===== src/rtl/rf_write_arbiter.sv =====
// Shares the register-file write port between core writeback (priority, zero latency)
// and a FIFO-buffered MAC result stream, with a pending scoreboard and starvation stall.
module rf_write_arbiter #(
  parameter int unsigned Depth       = 4,
  parameter int unsigned StarveLimit = 8
) (
  input  logic                   clk_i,
  input  logic                   rst_ni,
  input  logic                   core_we_i,
  input  logic [4:0]             core_rd_i,
  input  logic [31:0]            core_wd_i,
  input  logic                   mac_valid_i,
  input  logic [4:0]             mac_rd_i,
  input  logic [31:0]            mac_wd_i,
  output logic                   mac_ready_o,
  output logic                   rf_we_o,
  output logic [4:0]             rf_a3_o,
  output logic [31:0]            rf_wd_o,
  output logic [31:0]            rd_pending_o,
  output logic [$clog2(Depth):0] fifo_count_o,
  output logic                   core_stall_o
);

  localparam int unsigned AW = $clog2(Depth);
  localparam int unsigned SW = $clog2(StarveLimit + 1);
  localparam logic [AW-1:0] PtrOne    = 1;
  localparam logic [AW:0]   CntOne    = 1;
  localparam logic [AW:0]   CntFull   = (AW + 1)'(Depth);
  localparam logic [SW-1:0] StarveOne = 1;
  localparam logic [SW-1:0] StarveMax = SW'(StarveLimit);

  logic [4:0]       rd_q [Depth];
  logic [31:0]      wd_q [Depth];
  logic [Depth-1:0] live_q, live_d;
  logic [AW-1:0]    head_q, head_d, tail_q, tail_d;
  logic [AW:0]      count_q, count_d;
  logic [31:0]      pend_q, pend_d;
  logic [SW-1:0]    starve_q, starve_d;
  logic             stall_q, stall_d;

  logic empty, push, pop, core_gnt, squash;

  assign empty        = (count_q == '0);
  assign mac_ready_o  = rst_ni && (count_q < CntFull) && !pend_q[mac_rd_i];
  // Writes to x0 are accepted but never occupy a slot.
  assign push         = mac_valid_i && mac_ready_o && (mac_rd_i != 5'd0);
  assign squash       = core_gnt && pend_q[core_rd_i];
  assign rd_pending_o = pend_q;
  assign fifo_count_o = count_q;
  assign core_stall_o = stall_q;

  always_comb begin
    pop      = 1'b0;
    core_gnt = 1'b0;
    rf_we_o  = 1'b0;
    rf_a3_o  = '0;
    rf_wd_o  = '0;
    if (rst_ni) begin
      if (stall_q && !empty) begin
        pop = 1'b1;
      end else if (core_we_i) begin
        core_gnt = 1'b1;
      end else if (!empty) begin
        pop = 1'b1;
      end
    end
    if (pop) begin
      rf_we_o = live_q[head_q];
      rf_a3_o = rd_q[head_q];
      rf_wd_o = wd_q[head_q];
    end else if (core_gnt) begin
      rf_we_o = (core_rd_i != 5'd0);
      rf_a3_o = core_rd_i;
      rf_wd_o = core_wd_i;
    end
  end

  always_comb begin
    live_d  = live_q;
    pend_d  = pend_q;
    head_d  = head_q;
    tail_d  = tail_q;
    count_d = count_q;
    if (pop) begin
      live_d[head_q] = 1'b0;
      if (live_q[head_q]) pend_d[rd_q[head_q]] = 1'b0;
      head_d = head_q + PtrOne;
    end
    // Pending bits are unique, so at most one live entry matches the core write.
    if (squash) begin
      for (int i = 0; i < Depth; i++) begin
        if (rd_q[i] == core_rd_i) live_d[i] = 1'b0;
      end
      pend_d[core_rd_i] = 1'b0;
    end
    if (push) begin
      live_d[tail_q]   = 1'b1;
      pend_d[mac_rd_i] = 1'b1;
      tail_d           = tail_q + PtrOne;
    end
    if (push && !pop) begin
      count_d = count_q + CntOne;
    end else if (pop && !push) begin
      count_d = count_q - CntOne;
    end

    starve_d = starve_q;
    if (empty || pop) begin
      starve_d = '0;
    end else if (starve_q != StarveMax) begin
      starve_d = starve_q + StarveOne;
    end

    stall_d = stall_q;
    if (count_d == '0) begin
      stall_d = 1'b0;
    end else if (starve_d == StarveMax) begin
      stall_d = 1'b1;
    end
  end

  always_ff @(posedge clk_i) begin
    if (!rst_ni) begin
      live_q   <= '0;
      pend_q   <= '0;
      head_q   <= '0;
      tail_q   <= '0;
      count_q  <= '0;
      starve_q <= '0;
      stall_q  <= 1'b0;
    end else begin
      live_q   <= live_d;
      pend_q   <= pend_d;
      head_q   <= head_d;
      tail_q   <= tail_d;
      count_q  <= count_d;
      starve_q <= starve_d;
      stall_q  <= stall_d;
    end
  end

  always_ff @(posedge clk_i) begin
    if (push) begin
      rd_q[tail_q] <= mac_rd_i;
      wd_q[tail_q] <= mac_wd_i;
    end
  end

endmodule


===== config.mk =====
export PLATFORM = sky130hd
export DESIGN_NAME = rf_write_arbiter
export DESIGN_NICKNAME = d
export VERILOG_FILES = /design/src/rtl/rf_write_arbiter.sv
export SDC_FILE = /design/constraint.sdc
export NUM_CORES = 1
export LEC_CHECK = 0
export BUFFER_PORTS_ARGS = -buffer_cell sky130_fd_sc_hd__buf_2
export CAP_MARGIN = 5
export CORE_ASPECT_RATIO = 1.25
export CORE_MARGIN = 5
export CORE_UTILIZATION = 51
export CTS_CLUSTER_SIZE = 16
export DETAILED_ROUTE_END_ITERATION = 7
export GPL_ROUTABILITY_DRIVEN = 0
export MAX_ROUTING_LAYER = met4
export PLACE_DENSITY_LB_ADDON = 0.25
export RECOVER_POWER = 25
export SLEW_MARGIN = 20
export SYNTH_ARGS = -nofsm -noshare
export SYNTH_HDL_FRONTEND = slang
export SYNTH_SLANG_ARGS = --single-unit

===== constraint.sdc =====
create_clock -name clk_i -period 3.2 [get_ports clk_i]
set_input_delay 0.32 -clock clk_i [delete_from_list [all_inputs] [get_ports clk_i]]
set_output_delay 0.32 -clock clk_i [all_outputs]
set_load 0.02 [all_outputs]

==> results of run 1 <==
==> repair_timing <==
item | 4_1_cts | 5_1_grt
hold buffers | 0 | 0
endpoints found under the setup margin | 0 | 2
resized for setup | 0 | 1
==> power groups by stage <==
stage,Clock [W],Combinational [W],Sequential (W)
final,0.00218,0.000740,0.00287
after global routing,0.00235,0.000801,0.00288
after CTS,0.00222,0.000746,0.00287
after detailed placement,0,0.000742,0.00293
after global placement,0,0.000723,0.00292
after floorplan,0,0.000482,0.00292
==> how the worst max path moves through the flow <==
| stage | from | to | slack (ns) | cells past startpoint |
|---|---|---|---|---|
| 2_1_floorplan | mac_rd_i[0] | rd_q[0][0] | 0.01 | 6 |
| 3_3_place_gp | mac_rd_i[0] | rd_pending_o[19] | 0.29 | 8 |
| 3_5_place_dp | mac_rd_i[0] | rd_pending_o[31] | 0.20 | 8 |
| 4_1_cts | fifo_count_o[0] | rf_wd_o[29] | 0.13 | 7 |
| 5_1_grt | rd_pending_o[21] | mac_ready_o | 0.14 | 7 |
| 6_report | rd_pending_o[21] | mac_ready_o | 0.27 | 7 |
==> state kept, by name, summed over array words and instances, names as in the netlist, named ones only <==
register,cells
head_q,2
tail_q,2
rd_pending_o,32
core_stall_o,1
fifo_count_o,3
starve_q,4
rd_q,20
live_q,4
wd_q,128
==> cells by family after synthesis <==
family	Yosys count	synth area share, %
buf+inv	58	2.61
compound gates	135	11.3
simple gates	172	9.73
mux	61	13.2
flops	198	58.9
fa+ha+maj	13	1.76
xor+xnor	26	2.46
==> stage by stage <==
| stage | power [W] | util, % | area (um^2) | setup slack, ns | std cells |
|---|---|---|---|---|---|
| after floorplan | 0.00340 | - | 9240 | 0.0141 | 663 |
| after detailed placement | 0.00367 | 57.8 | 10400 | 0.197 | 1024 |
| final | 0.00579 | 61.1 | 11000 | 0.274 | 1057 |
| after global routing | 0.00603 | 61.1 | 11000 | 0.139 | 1057 |
| after CTS | 0.00584 | 61.2 | 11000 | 0.126 | 1056 |
| after global placement | 0.00365 | 57.8 | 10400 | 0.285 | 1024 |
==> cell usage in the layout (no fill, tap or decap), drive strengths merged, types with 5 or more instances in the layout <==
master,count
o21ai,30
xnor2,17
inv,19
clkbuf,46
dfxtp,50
and3b,5
and3,13
nor2,25
nor3,17
mux2,5
or4,5
a22o,34
mux4,48
buf,148
clkinv,9
xor2,9
nand2b,5
a21oi,7
a221o,23
a221oi,9
edfxtp,148
nand3,12
or3,6
mux2i,8
nand2,61
ha,13
nor3b,8
a22oi,5
==> routing by layer <==
layer | global-route usage, % | vias up | part of all wire [%]
li1 | - | 2944 | -
met1 | 28.4 | 3267 | 37
met2 | 37.9 | 355 | 51
met3 | 4.99 | 79 | 7.8
met4 | 10.7 | 0 | 4.2
met5 | - | - | 0
==> area by class of cell <==
class / count / area (um^2)
diodes: 1 / 2.50
clock inverters: 15 / 201
inverters: 14 / 52.6
repair buffers: 177 / 975
flip-flops and latches: 198 / 5450
fillers: 1390 / 6990
well taps: 228 / 285
multi-input cells: 407 / 3580
clock buffers: 17 / 425
==> parameters.txt, run 1 <==
Parameter                              Value

Power and ir drop
  Proportion of total power due to net switching ... 26.4%
  Power Internal ... 0.00426 W
  Power Dens Cells ... ~530 nW/um^2
  Leakage power figure ... slightly below 4 nW
  Sw Pwr ... between 0.0015 and 0.002 W
  Clock share of power ... ~38%
  Sequential Power Share ... approximately 50%
  Maximum VDD drop ... 0.356 mV
  Logic gate share of total power ... between 10% and 20%

Logic synthesis
  Yosys warning total ... 0
  Synthesized netlist net count ... approximately 750
  Proportion of synthesized flip-flops having asynchronous set or reset ... 0%
  Dominant cell type by area after synthesis ... sky130_fd_sc_hd__edfxtp_1
  Distinct cell type count after synthesis ... 58
  Sequential-to-total area share from yosys stat ... around 59%
  List of most frequent post-synthesis cells ... sky130_fd_sc_hd__edfxtp_1, sky130_fd_sc_hd__nand2_1, sky130_fd_sc_hd__dfxtp_1, sky130_fd_sc_hd__mux4_2, sky130_fd_sc_hd__a22o_1
  Per-instance average area after synthesis ... between 10 and 15 um^2
  Flop and latch count out of synthesis ... just under 200
  Synthesized area ... 9240 um^2
  Dominant synthesized flop cell ... sky130_fd_sc_hd__edfxtp_1
  Most common cell in the netlist ... sky130_fd_sc_hd__edfxtp_1
  Top-area cell type share of the netlist area ... 48.1%
  Number of flops mapped to enable cells by yosys ... ~150
  Area contributors post-synth ... sky130_fd_sc_hd__edfxtp_1, sky130_fd_sc_hd__mux4_2, sky130_fd_sc_hd__dfxtp_1
  Syn Inst Count ... ~660

Drt
  DR vias/cell ... ~6.3
  Drt pass-1 iters ... 7
  Drt first-iter violations ... 740
  Routed wire length per instance ... between 20 and 25 um
  Routed via count ... between 6000 and 7000
  Wire length after detailed routing ... ~24000 um
  Number of remaining DRC errors ... 0
  Post-DRT Antenna Nets ... 0

Global route
  Number of global-route vias before repair ... 6778
  Overall global routing resource usage ... 23.5%
  Global-route wire length before repair ... 36800 um
  Total gr overflow ... 0
  Maximum number of pins on one net before global-route repair ... 39
  Number of antenna violations at the first check in global routing ... 1

Status
  Result of the run ... complete, no violations

Critical path
  Worst path arrival time ... around 2.6 ns
  Endpoint of the worst register-to-register path ... rd_pending_o[31]
  Worst setup EP type ... primary output
  Required @ worst endpoint ... 2.88 ns
  Reg2reg start ... rd_pending_o[21]
  Kind of cell adding the most delay to the critical path ... simple AND/OR/NAND/NOR gates
  Class of the most critical setup path ... reg2out
  Worst reg-to-reg path cell count ... 7
  Minimum setup slack among reg-to-reg paths ... roughly 0.46 ns
  Crit path max-delay cell type ... sky130_fd_sc_hd__or4_1
  Peak fanout along the critical path ... 7
  Max stage delay on crit path ... 0.48 ns
  Crit-path cells ... mux2_2, and3_1, or4_1, or3_1, buf_4, nor2_1, buf_2
  Number of buffer and inverter stages on the critical path ... 2
  Element type at the critical path start ... flop

Timing
  Unrepaired setup endpoints after global routing ... false
  # setup viols final ... 0
  Final-layout worst hold slack ... 0.118 ns
  Worst-case headroom to the max-slew limit ... ~23%
  Final critical path time including I/O delays and setup ... just under 3 ns
  Count of final max-slew check failures ... 0
  Fin. Hold Viols ... 0
  Worst-case clock skew ... ~0.010 ns
  Setup_tns ... 0 ns
  Slew @ Worst Pin ... roughly 1.1 ns
  Ratio of final minimum period to clock period ... 91.4%
  Maximum clock rate ... roughly 340 MHz

Die
  Starting utilization of the core area ... between 50% and 60%
  I/O pin cnt ... ~150
  Die Footprint ... 20900 um^2
  Die height ... approximately 160 um
  Floorplan Core Area ... about 18000 um^2
  Cell Rows ... 55
  Die X ... ~130 um

Clock network
  Clock insertion delay at the later pin of the skew report ... 0.43 ns
  Inserted Clock Buffers ... 17
  Htree depth ... 4
  Clk pin slew, worst setup/hold paths ... 0.07 ns
  Buffers inserted during post-CTS setup optimization ... 0
  Root Buffer Master ... sky130_fd_sc_hd__clkbuf_16
  Clk buf depth ... 2
  Clock tree from TritonCTS ... built
  Sinks on the clock net ... roughly 200

Min path
  Depth of the worst hold-timing path ... 1
  Min-Delay Startpoint ... mac_wd_i[30]
  Path class of the lowest-slack min-delay path ... in2reg
  End point of the most critical hold path ... wd_q[0][30]

Placement
  HPWL after DPL ... ~16000 um
  IO Port Bufs ... roughly 150

Final layout
  Layout area overhead ... 18.7%
  Fraction of layout cells with a size suffix above 1 ... between 30 and 40%
  Final-stage net count ... 906

Run
  Number of violations of the max-capacitance limit ... 0
Note: power is estimated with default switching activity, not from simulation.
==> inputs of run 2 (changes only) <==
CORE_UTILIZATION = 50   (was 51)
==> run 2 against run 1 <==
- setup slack worse by 0.091 ns
- global-route usage fell by 0.56 points
- clock power shrank 6%
- core utilization down 1.1 points
==> parameters.txt, run 2 (synthesis results as in run 1) <==
Parameter                              Value

Status
  Result of the run ... complete, no violations

Global route
  Overall global routing resource usage ... 23.0%
  Number of global-route vias before repair ... around 7000
  Number of antenna violations at the first check in global routing ... 1
  Maximum number of pins on one net before global-route repair ... 50
  Global-route wire length before repair ... approximately 38000 um
  Total gr overflow ... 0

Drt
  DR vias/cell ... 6.28
  Wire length after detailed routing ... 23800 um
  Routed wire length per instance ... ~23 um
  Number of remaining DRC errors ... 0
  Drt pass-1 iters ... 6
  Routed via count ... 6628
  Post-DRT Antenna Nets ... 0
  Drt first-iter violations ... about 640

Timing
  Fin. Hold Viols ... 0
  Worst-case clock skew ... ~0.011 ns
  Count of final max-slew check failures ... 0
  Final setup slack of the worst path ... 0.182 ns
  Unrepaired setup endpoints after global routing ... false
  Maximum clock rate ... about 330 MHz
  Worst-case headroom to the max-slew limit ... a little under a quarter
  Ratio of final minimum period to clock period ... about 94%
  Slew @ Worst Pin ... about 1.2 ns
  Final critical path time including I/O delays and setup ... between 3 and 4 ns
  Setup_tns ... 0 ns
  # setup viols final ... 0

Clock network
  Clk pin slew, worst setup/hold paths ... roughly 0.07 ns
  Sinks on the clock net ... between 150 and 200
  Number of hold buffers added after cts ... 0
  Clock tree from TritonCTS ... built
  Htree depth ... 4
  Root Buffer Master ... sky130_fd_sc_hd__clkbuf_16
  Buffers inserted during post-CTS setup optimization ... 0
  Clock insertion delay at the later pin of the skew report ... about 0.44 ns
  Clk buf depth ... 2
  Post-cts repair resize count ... 0
  Inserted Clock Buffers ... 17

Die
  Die X ... between 100 and 150 um
  Die Footprint ... 21300 um^2
  I/O pin cnt ... between 150 and 200
  Die height ... ~160 um
  Starting utilization of the core area ... roughly half
  Cell Rows ... 55
  Floorplan Core Area ... around 18000 um^2

Power and ir drop
  Power Dens Cells ... between 500 and 600 nW/um^2
  Maximum VDD drop ... 0.438 mV
  Leakage power figure ... between 3 and 4 nW

Final layout
  Most common cell after layout, fill and taps aside ... sky130_fd_sc_hd__edfxtp_1
  Commonest cells after routing, fill and taps aside ... sky130_fd_sc_hd__edfxtp_1, sky130_fd_sc_hd__buf_2, sky130_fd_sc_hd__nand2_1
  Fraction of layout cells with a size suffix above 1 ... between 30% and 40%
  Layout area overhead ... 18.0%
  Flip-flop count of the largest register, all copies and words added ... roughly 130
  Most flops, register ... wd_q
  Final-stage net count ... approximately 900

Critical path
  Element type at the critical path start ... flop
  Class of the most critical setup path ... reg2out
  Worst path arrival time ... approximately 2.7 ns
  Worst setup EP type ... primary output
  Required @ worst endpoint ... approximately 2.9 ns
  Peak fanout along the critical path ... 8

Min path
  Path class of the lowest-slack min-delay path ... in2reg

Placement
  IO Port Bufs ... 152
  HPWL after DPL ... 16200 um
  Setup Slack @ Placement ... just over 0.1 ns

Run
  Number of violations of the max-capacitance limit ... 0
## run 2: cell type report
| cell class | count | area [um^2] |
|---|---|---|
| repair buffers | 175 | 973 |
| diodes | 1 | 2.50 |
| clock buffers | 19 | 433 |
| clock inverters | 13 | 135 |
| fillers | 1455 | 7260 |
| multi-input cells | 407 | 3580 |
| inverters | 14 | 52.6 |
| well taps | 228 | 285 |
| flip-flops and latches | 198 | 5450 |
## run 2: per-layer routing
| metal | vias up | GRT usage, % | part of all wire (%) |
|---|---|---|---|
| li1 | 2928 | - | - |
| met1 | 3230 | 27.1 | 37 |
| met2 | 383 | 37.1 | 50 |
| met3 | 87 | 5.33 | 8.2 |
| met4 | 0 | 11.6 | 4.9 |
| met5 | - | - | 0 |
## run 2: power by group
| group | switching (W) | internal, W |
|---|---|---|
| Combinational | 0.000442 | 0.000299 |
| Sequential | 0.0000407 | 0.00283 |
| Clock | 0.00101 | 0.00104 |
| Total | 0.00150 | 0.00416 |
## run 2: metrics by stage
step | area [um^2] | utilization [%] | instances | total power [W] | hold slack, ns
after floorplan | 9240 | - | 663 | 0.00340 | 0.419
after global placement | 10400 | 57.1 | 1022 | 0.00365 | 0.482
after detailed placement | 10400 | 57.1 | 1022 | 0.00367 | 0.500
after CTS | 10900 | 60.2 | 1054 | 0.00570 | 0.0797
after global routing | 10900 | 60.0 | 1055 | 0.00587 | 0.103
final | 10900 | 60.0 | 1055 | 0.00566 | 0.106
## run 2: path summary, 6_finish.rpt
check,slack [ns],depth (start not counted),from,endpoint
setup / recovery,0.18,6,rd_pending_o[21],mac_ready_o
hold / removal,0.11,1,mac_wd_i[6],wd_q[1][6]
setup reg to reg,0.21,7,rd_pending_o[21],rd_pending_o[29]
hold reg to reg,0.51,2,live_q[1],live_q[1]
## run 2: critical path: stages, from the launching register on
cell,delay (ns)
sky130_fd_sc_hd__dfxtp_1,0.36
sky130_fd_sc_hd__mux2_2,0.28
sky130_fd_sc_hd__and3_1,0.17
sky130_fd_sc_hd__or4_1,0.54
sky130_fd_sc_hd__or3_1,0.52
sky130_fd_sc_hd__nor2_1,0.20
sky130_fd_sc_hd__buf_2,0.19
==> inputs of run 3 (changes only) <==
HOLD_SLACK_MARGIN = 0.15   (was default)
==> run 3 against run 2 <==
- combinational power increased by 4.6%
- clock skew decreased by 0.00057 ns
- first-iteration DRC count decreased by 6.6%
- via count increased by 2.8%
- clock power about the same
- die area unchanged
- routed wire length increased by 1.7%
- cell count increased by 2.9%
- worst hold slack improved by 0.13 ns
- sequential power about the same
- largest power group unchanged
- highest routed layer unchanged
==> parameters.txt, run 3 (synthesis results as in run 1) <==
Parameter                              Value

Final layout
  Core utilization of the finished layout ... approximately three fifths
  Commonest cells after routing, fill and taps aside ... sky130_fd_sc_hd__edfxtp_1, sky130_fd_sc_hd__buf_2, sky130_fd_sc_hd__nand2_1
  Most common cell after layout, fill and taps aside ... sky130_fd_sc_hd__edfxtp_1
  Final-stage net count ... around 940
  Flip-flop count of the largest register, all copies and words added ... approximately 130
  Fraction of layout cells with a size suffix above 1 ... between 20% and 30%
  Layout area overhead ... 21.4%
  Most flops, register ... wd_q
  Fillcell total ... about 1400
  Diodes inserted ... 0

Global route
  Global-route wire length before repair ... about 38000 um
  Total gr overflow ... 0
  Number of antenna violations at the first check in global routing ... 0
  Number of global-route vias before repair ... 7158
  Maximum number of pins on one net before global-route repair ... 50
  Overall global routing resource usage ... roughly a quarter

Timing
  Final-layout worst hold slack ... roughly 0.24 ns
  Unrepaired setup endpoints after global routing ... false
  Count of final max-slew check failures ... 0
  Fin. Hold Viols ... 0
  Ratio of final minimum period to clock period ... 94.1%
  # setup viols final ... 0
  Maximum clock rate ... roughly 330 MHz
  Worst-case headroom to the max-slew limit ... roughly a fifth
  Final critical path time including I/O delays and setup ... 3.01 ns
  Worst-case clock skew ... about 0.011 ns
  Setup_tns ... 0 ns
  Slew @ Worst Pin ... about 1.2 ns
  Final setup slack of the worst path ... approximately 0.19 ns

Power and ir drop
  Power Dens Cells ... 507 nW/um^2
  Maximum VDD drop ... about 0.44 mV
  Leakage power figure ... 4.06 nW

Placement
  HPWL after DPL ... about 16000 um
  Setup Slack @ Placement ... ~0.10 ns
  IO Port Bufs ... 152

Drt
  DR vias/cell ... 6.27
  Routed via count ... approximately 6800
  Post-DRT Antenna Nets ... 0
  Number of remaining DRC errors ... 0
  Wire length after detailed routing ... between 20000 and 25000 um
  Drt first-iter violations ... 599
  Routed wire length per instance ... approximately 22 um
  Drt pass-1 iters ... 5

Clock network
  Inserted Clock Buffers ... 17
  Htree depth ... 4
  Post-cts repair resize count ... 0
  Sinks on the clock net ... 198
  Root Buffer Master ... sky130_fd_sc_hd__clkbuf_16
  Clock tree from TritonCTS ... built
  Clk pin slew, worst setup/hold paths ... 0.07 ns
  Clock insertion delay at the later pin of the skew report ... ~0.43 ns
  Clk buf depth ... 2

Critical path
  Minimum setup slack among reg-to-reg paths ... around 0.21 ns
  Peak fanout along the critical path ... 8
  Worst reg-to-reg path cell count ... 7
  Endpoint of the worst register-to-register path ... rd_pending_o[29]
  Worst setup EP type ... primary output
  Worst path arrival time ... between 2 and 3 ns
  Element type at the critical path start ... flop
  Reg2reg start ... rd_pending_o[21]
  Required @ worst endpoint ... ~2.9 ns
  Class of the most critical setup path ... reg2out

Min path
  Path class of the lowest-slack min-delay path ... in2reg
  Min-Delay Startpoint ... rst_ni
  End point of the most critical hold path ... starve_q[1]
  Depth of the worst hold-timing path ... 2

Status
  Result of the run ... complete, no violations

Die
  Starting utilization of the core area ... approximately half
  Die Footprint ... 21300 um^2
  I/O pin cnt ... roughly 150
  Cell Rows ... 55
  Die height ... 162 um
  Floorplan Core Area ... between 15000 and 20000 um^2
  Die X ... around 130 um

Run
  Number of violations of the max-capacitance limit ... 0
-- run 3: cell count changes in the layout (fill, tap and decap cells not counted), sizes merged --
cell | previous run | this run
diode | 1 | 0
dlygate4sd3 | 0 | 32
-- run 3: layer usage --
metal | global-route usage, % | up-vias | part of all wire [%]
met5 | - | - | 0
met4 | 11.8 | 0 | 5.1
met3 | 5.08 | 93 | 8.0
met2 | 37.9 | 405 | 50
met1 | 27.5 | 3329 | 37
li1 | - | 2986 | -
-- run 3: worst max path at each step --
stage	end	cells after the start	start	slack [ns]
final	mac_ready_o	6	rd_pending_o[21]	0.19
after global routing	rd_pending_o[29]	7	rd_pending_o[23]	0.07
after CTS	mac_ready_o	6	rd_pending_o[21]	0.19
after detailed placement	rd_pending_o[29]	8	mac_rd_i[3]	0.10
after global placement	rd_pending_o[29]	8	mac_rd_i[0]	0.23
after floorplan	rd_q[0][0]	6	mac_rd_i[0]	0.01
-- run 3: power breakdown --
group | leakage (nW) | switching, W | internal (W) | total, W
Combinational | 2.04 | 0.000452 | 0.000324 | 0.000775
Clock | 0.273 | 0.00101 | 0.00104 | 0.00205
Sequential | 1.75 | 0.0000406 | 0.00283 | 0.00287
-- run 3: critical path, cell delays in order, from the launching register on --
cell                      delay [ns]
sky130_fd_sc_hd__dfxtp_1        0.36
sky130_fd_sc_hd__mux2_2         0.28
sky130_fd_sc_hd__and3_1         0.17
sky130_fd_sc_hd__or4_1          0.53
sky130_fd_sc_hd__or3_1          0.51
sky130_fd_sc_hd__nor2_1         0.20
sky130_fd_sc_hd__buf_2          0.19
-- run 3: layout make-up --
class | instances | area, um^2 | area share, %
Tap cell | 228 | 285 | 2.54
Clock inverter | 13 | 135 | 1.20
Inverter | 14 | 52.6 | 0.468
Multi-Input combinational cell | 407 | 3580 | 31.9
Clock buffer | 19 | 433 | 3.86
Sequential cell | 198 | 5450 | 48.5
Timing Repair Buffer | 207 | 1290 | 11.5
-- run 3: repair_timing --
item,4_1_cts,5_1_grt
endpoints found under the hold margin,128,0
buffers inserted,0,0
hold buffers,32,0
-- run 3: stage by stage --
step	cell area, um^2	total power (W)	cells
global route	11200	0.00590	1086
global placement	10400	0.00365	1022
detailed placement	10400	0.00367	1022
CTS	11300	0.00573	1086
floorplan	9240	0.00340	663
finish	11200	0.00569	1086
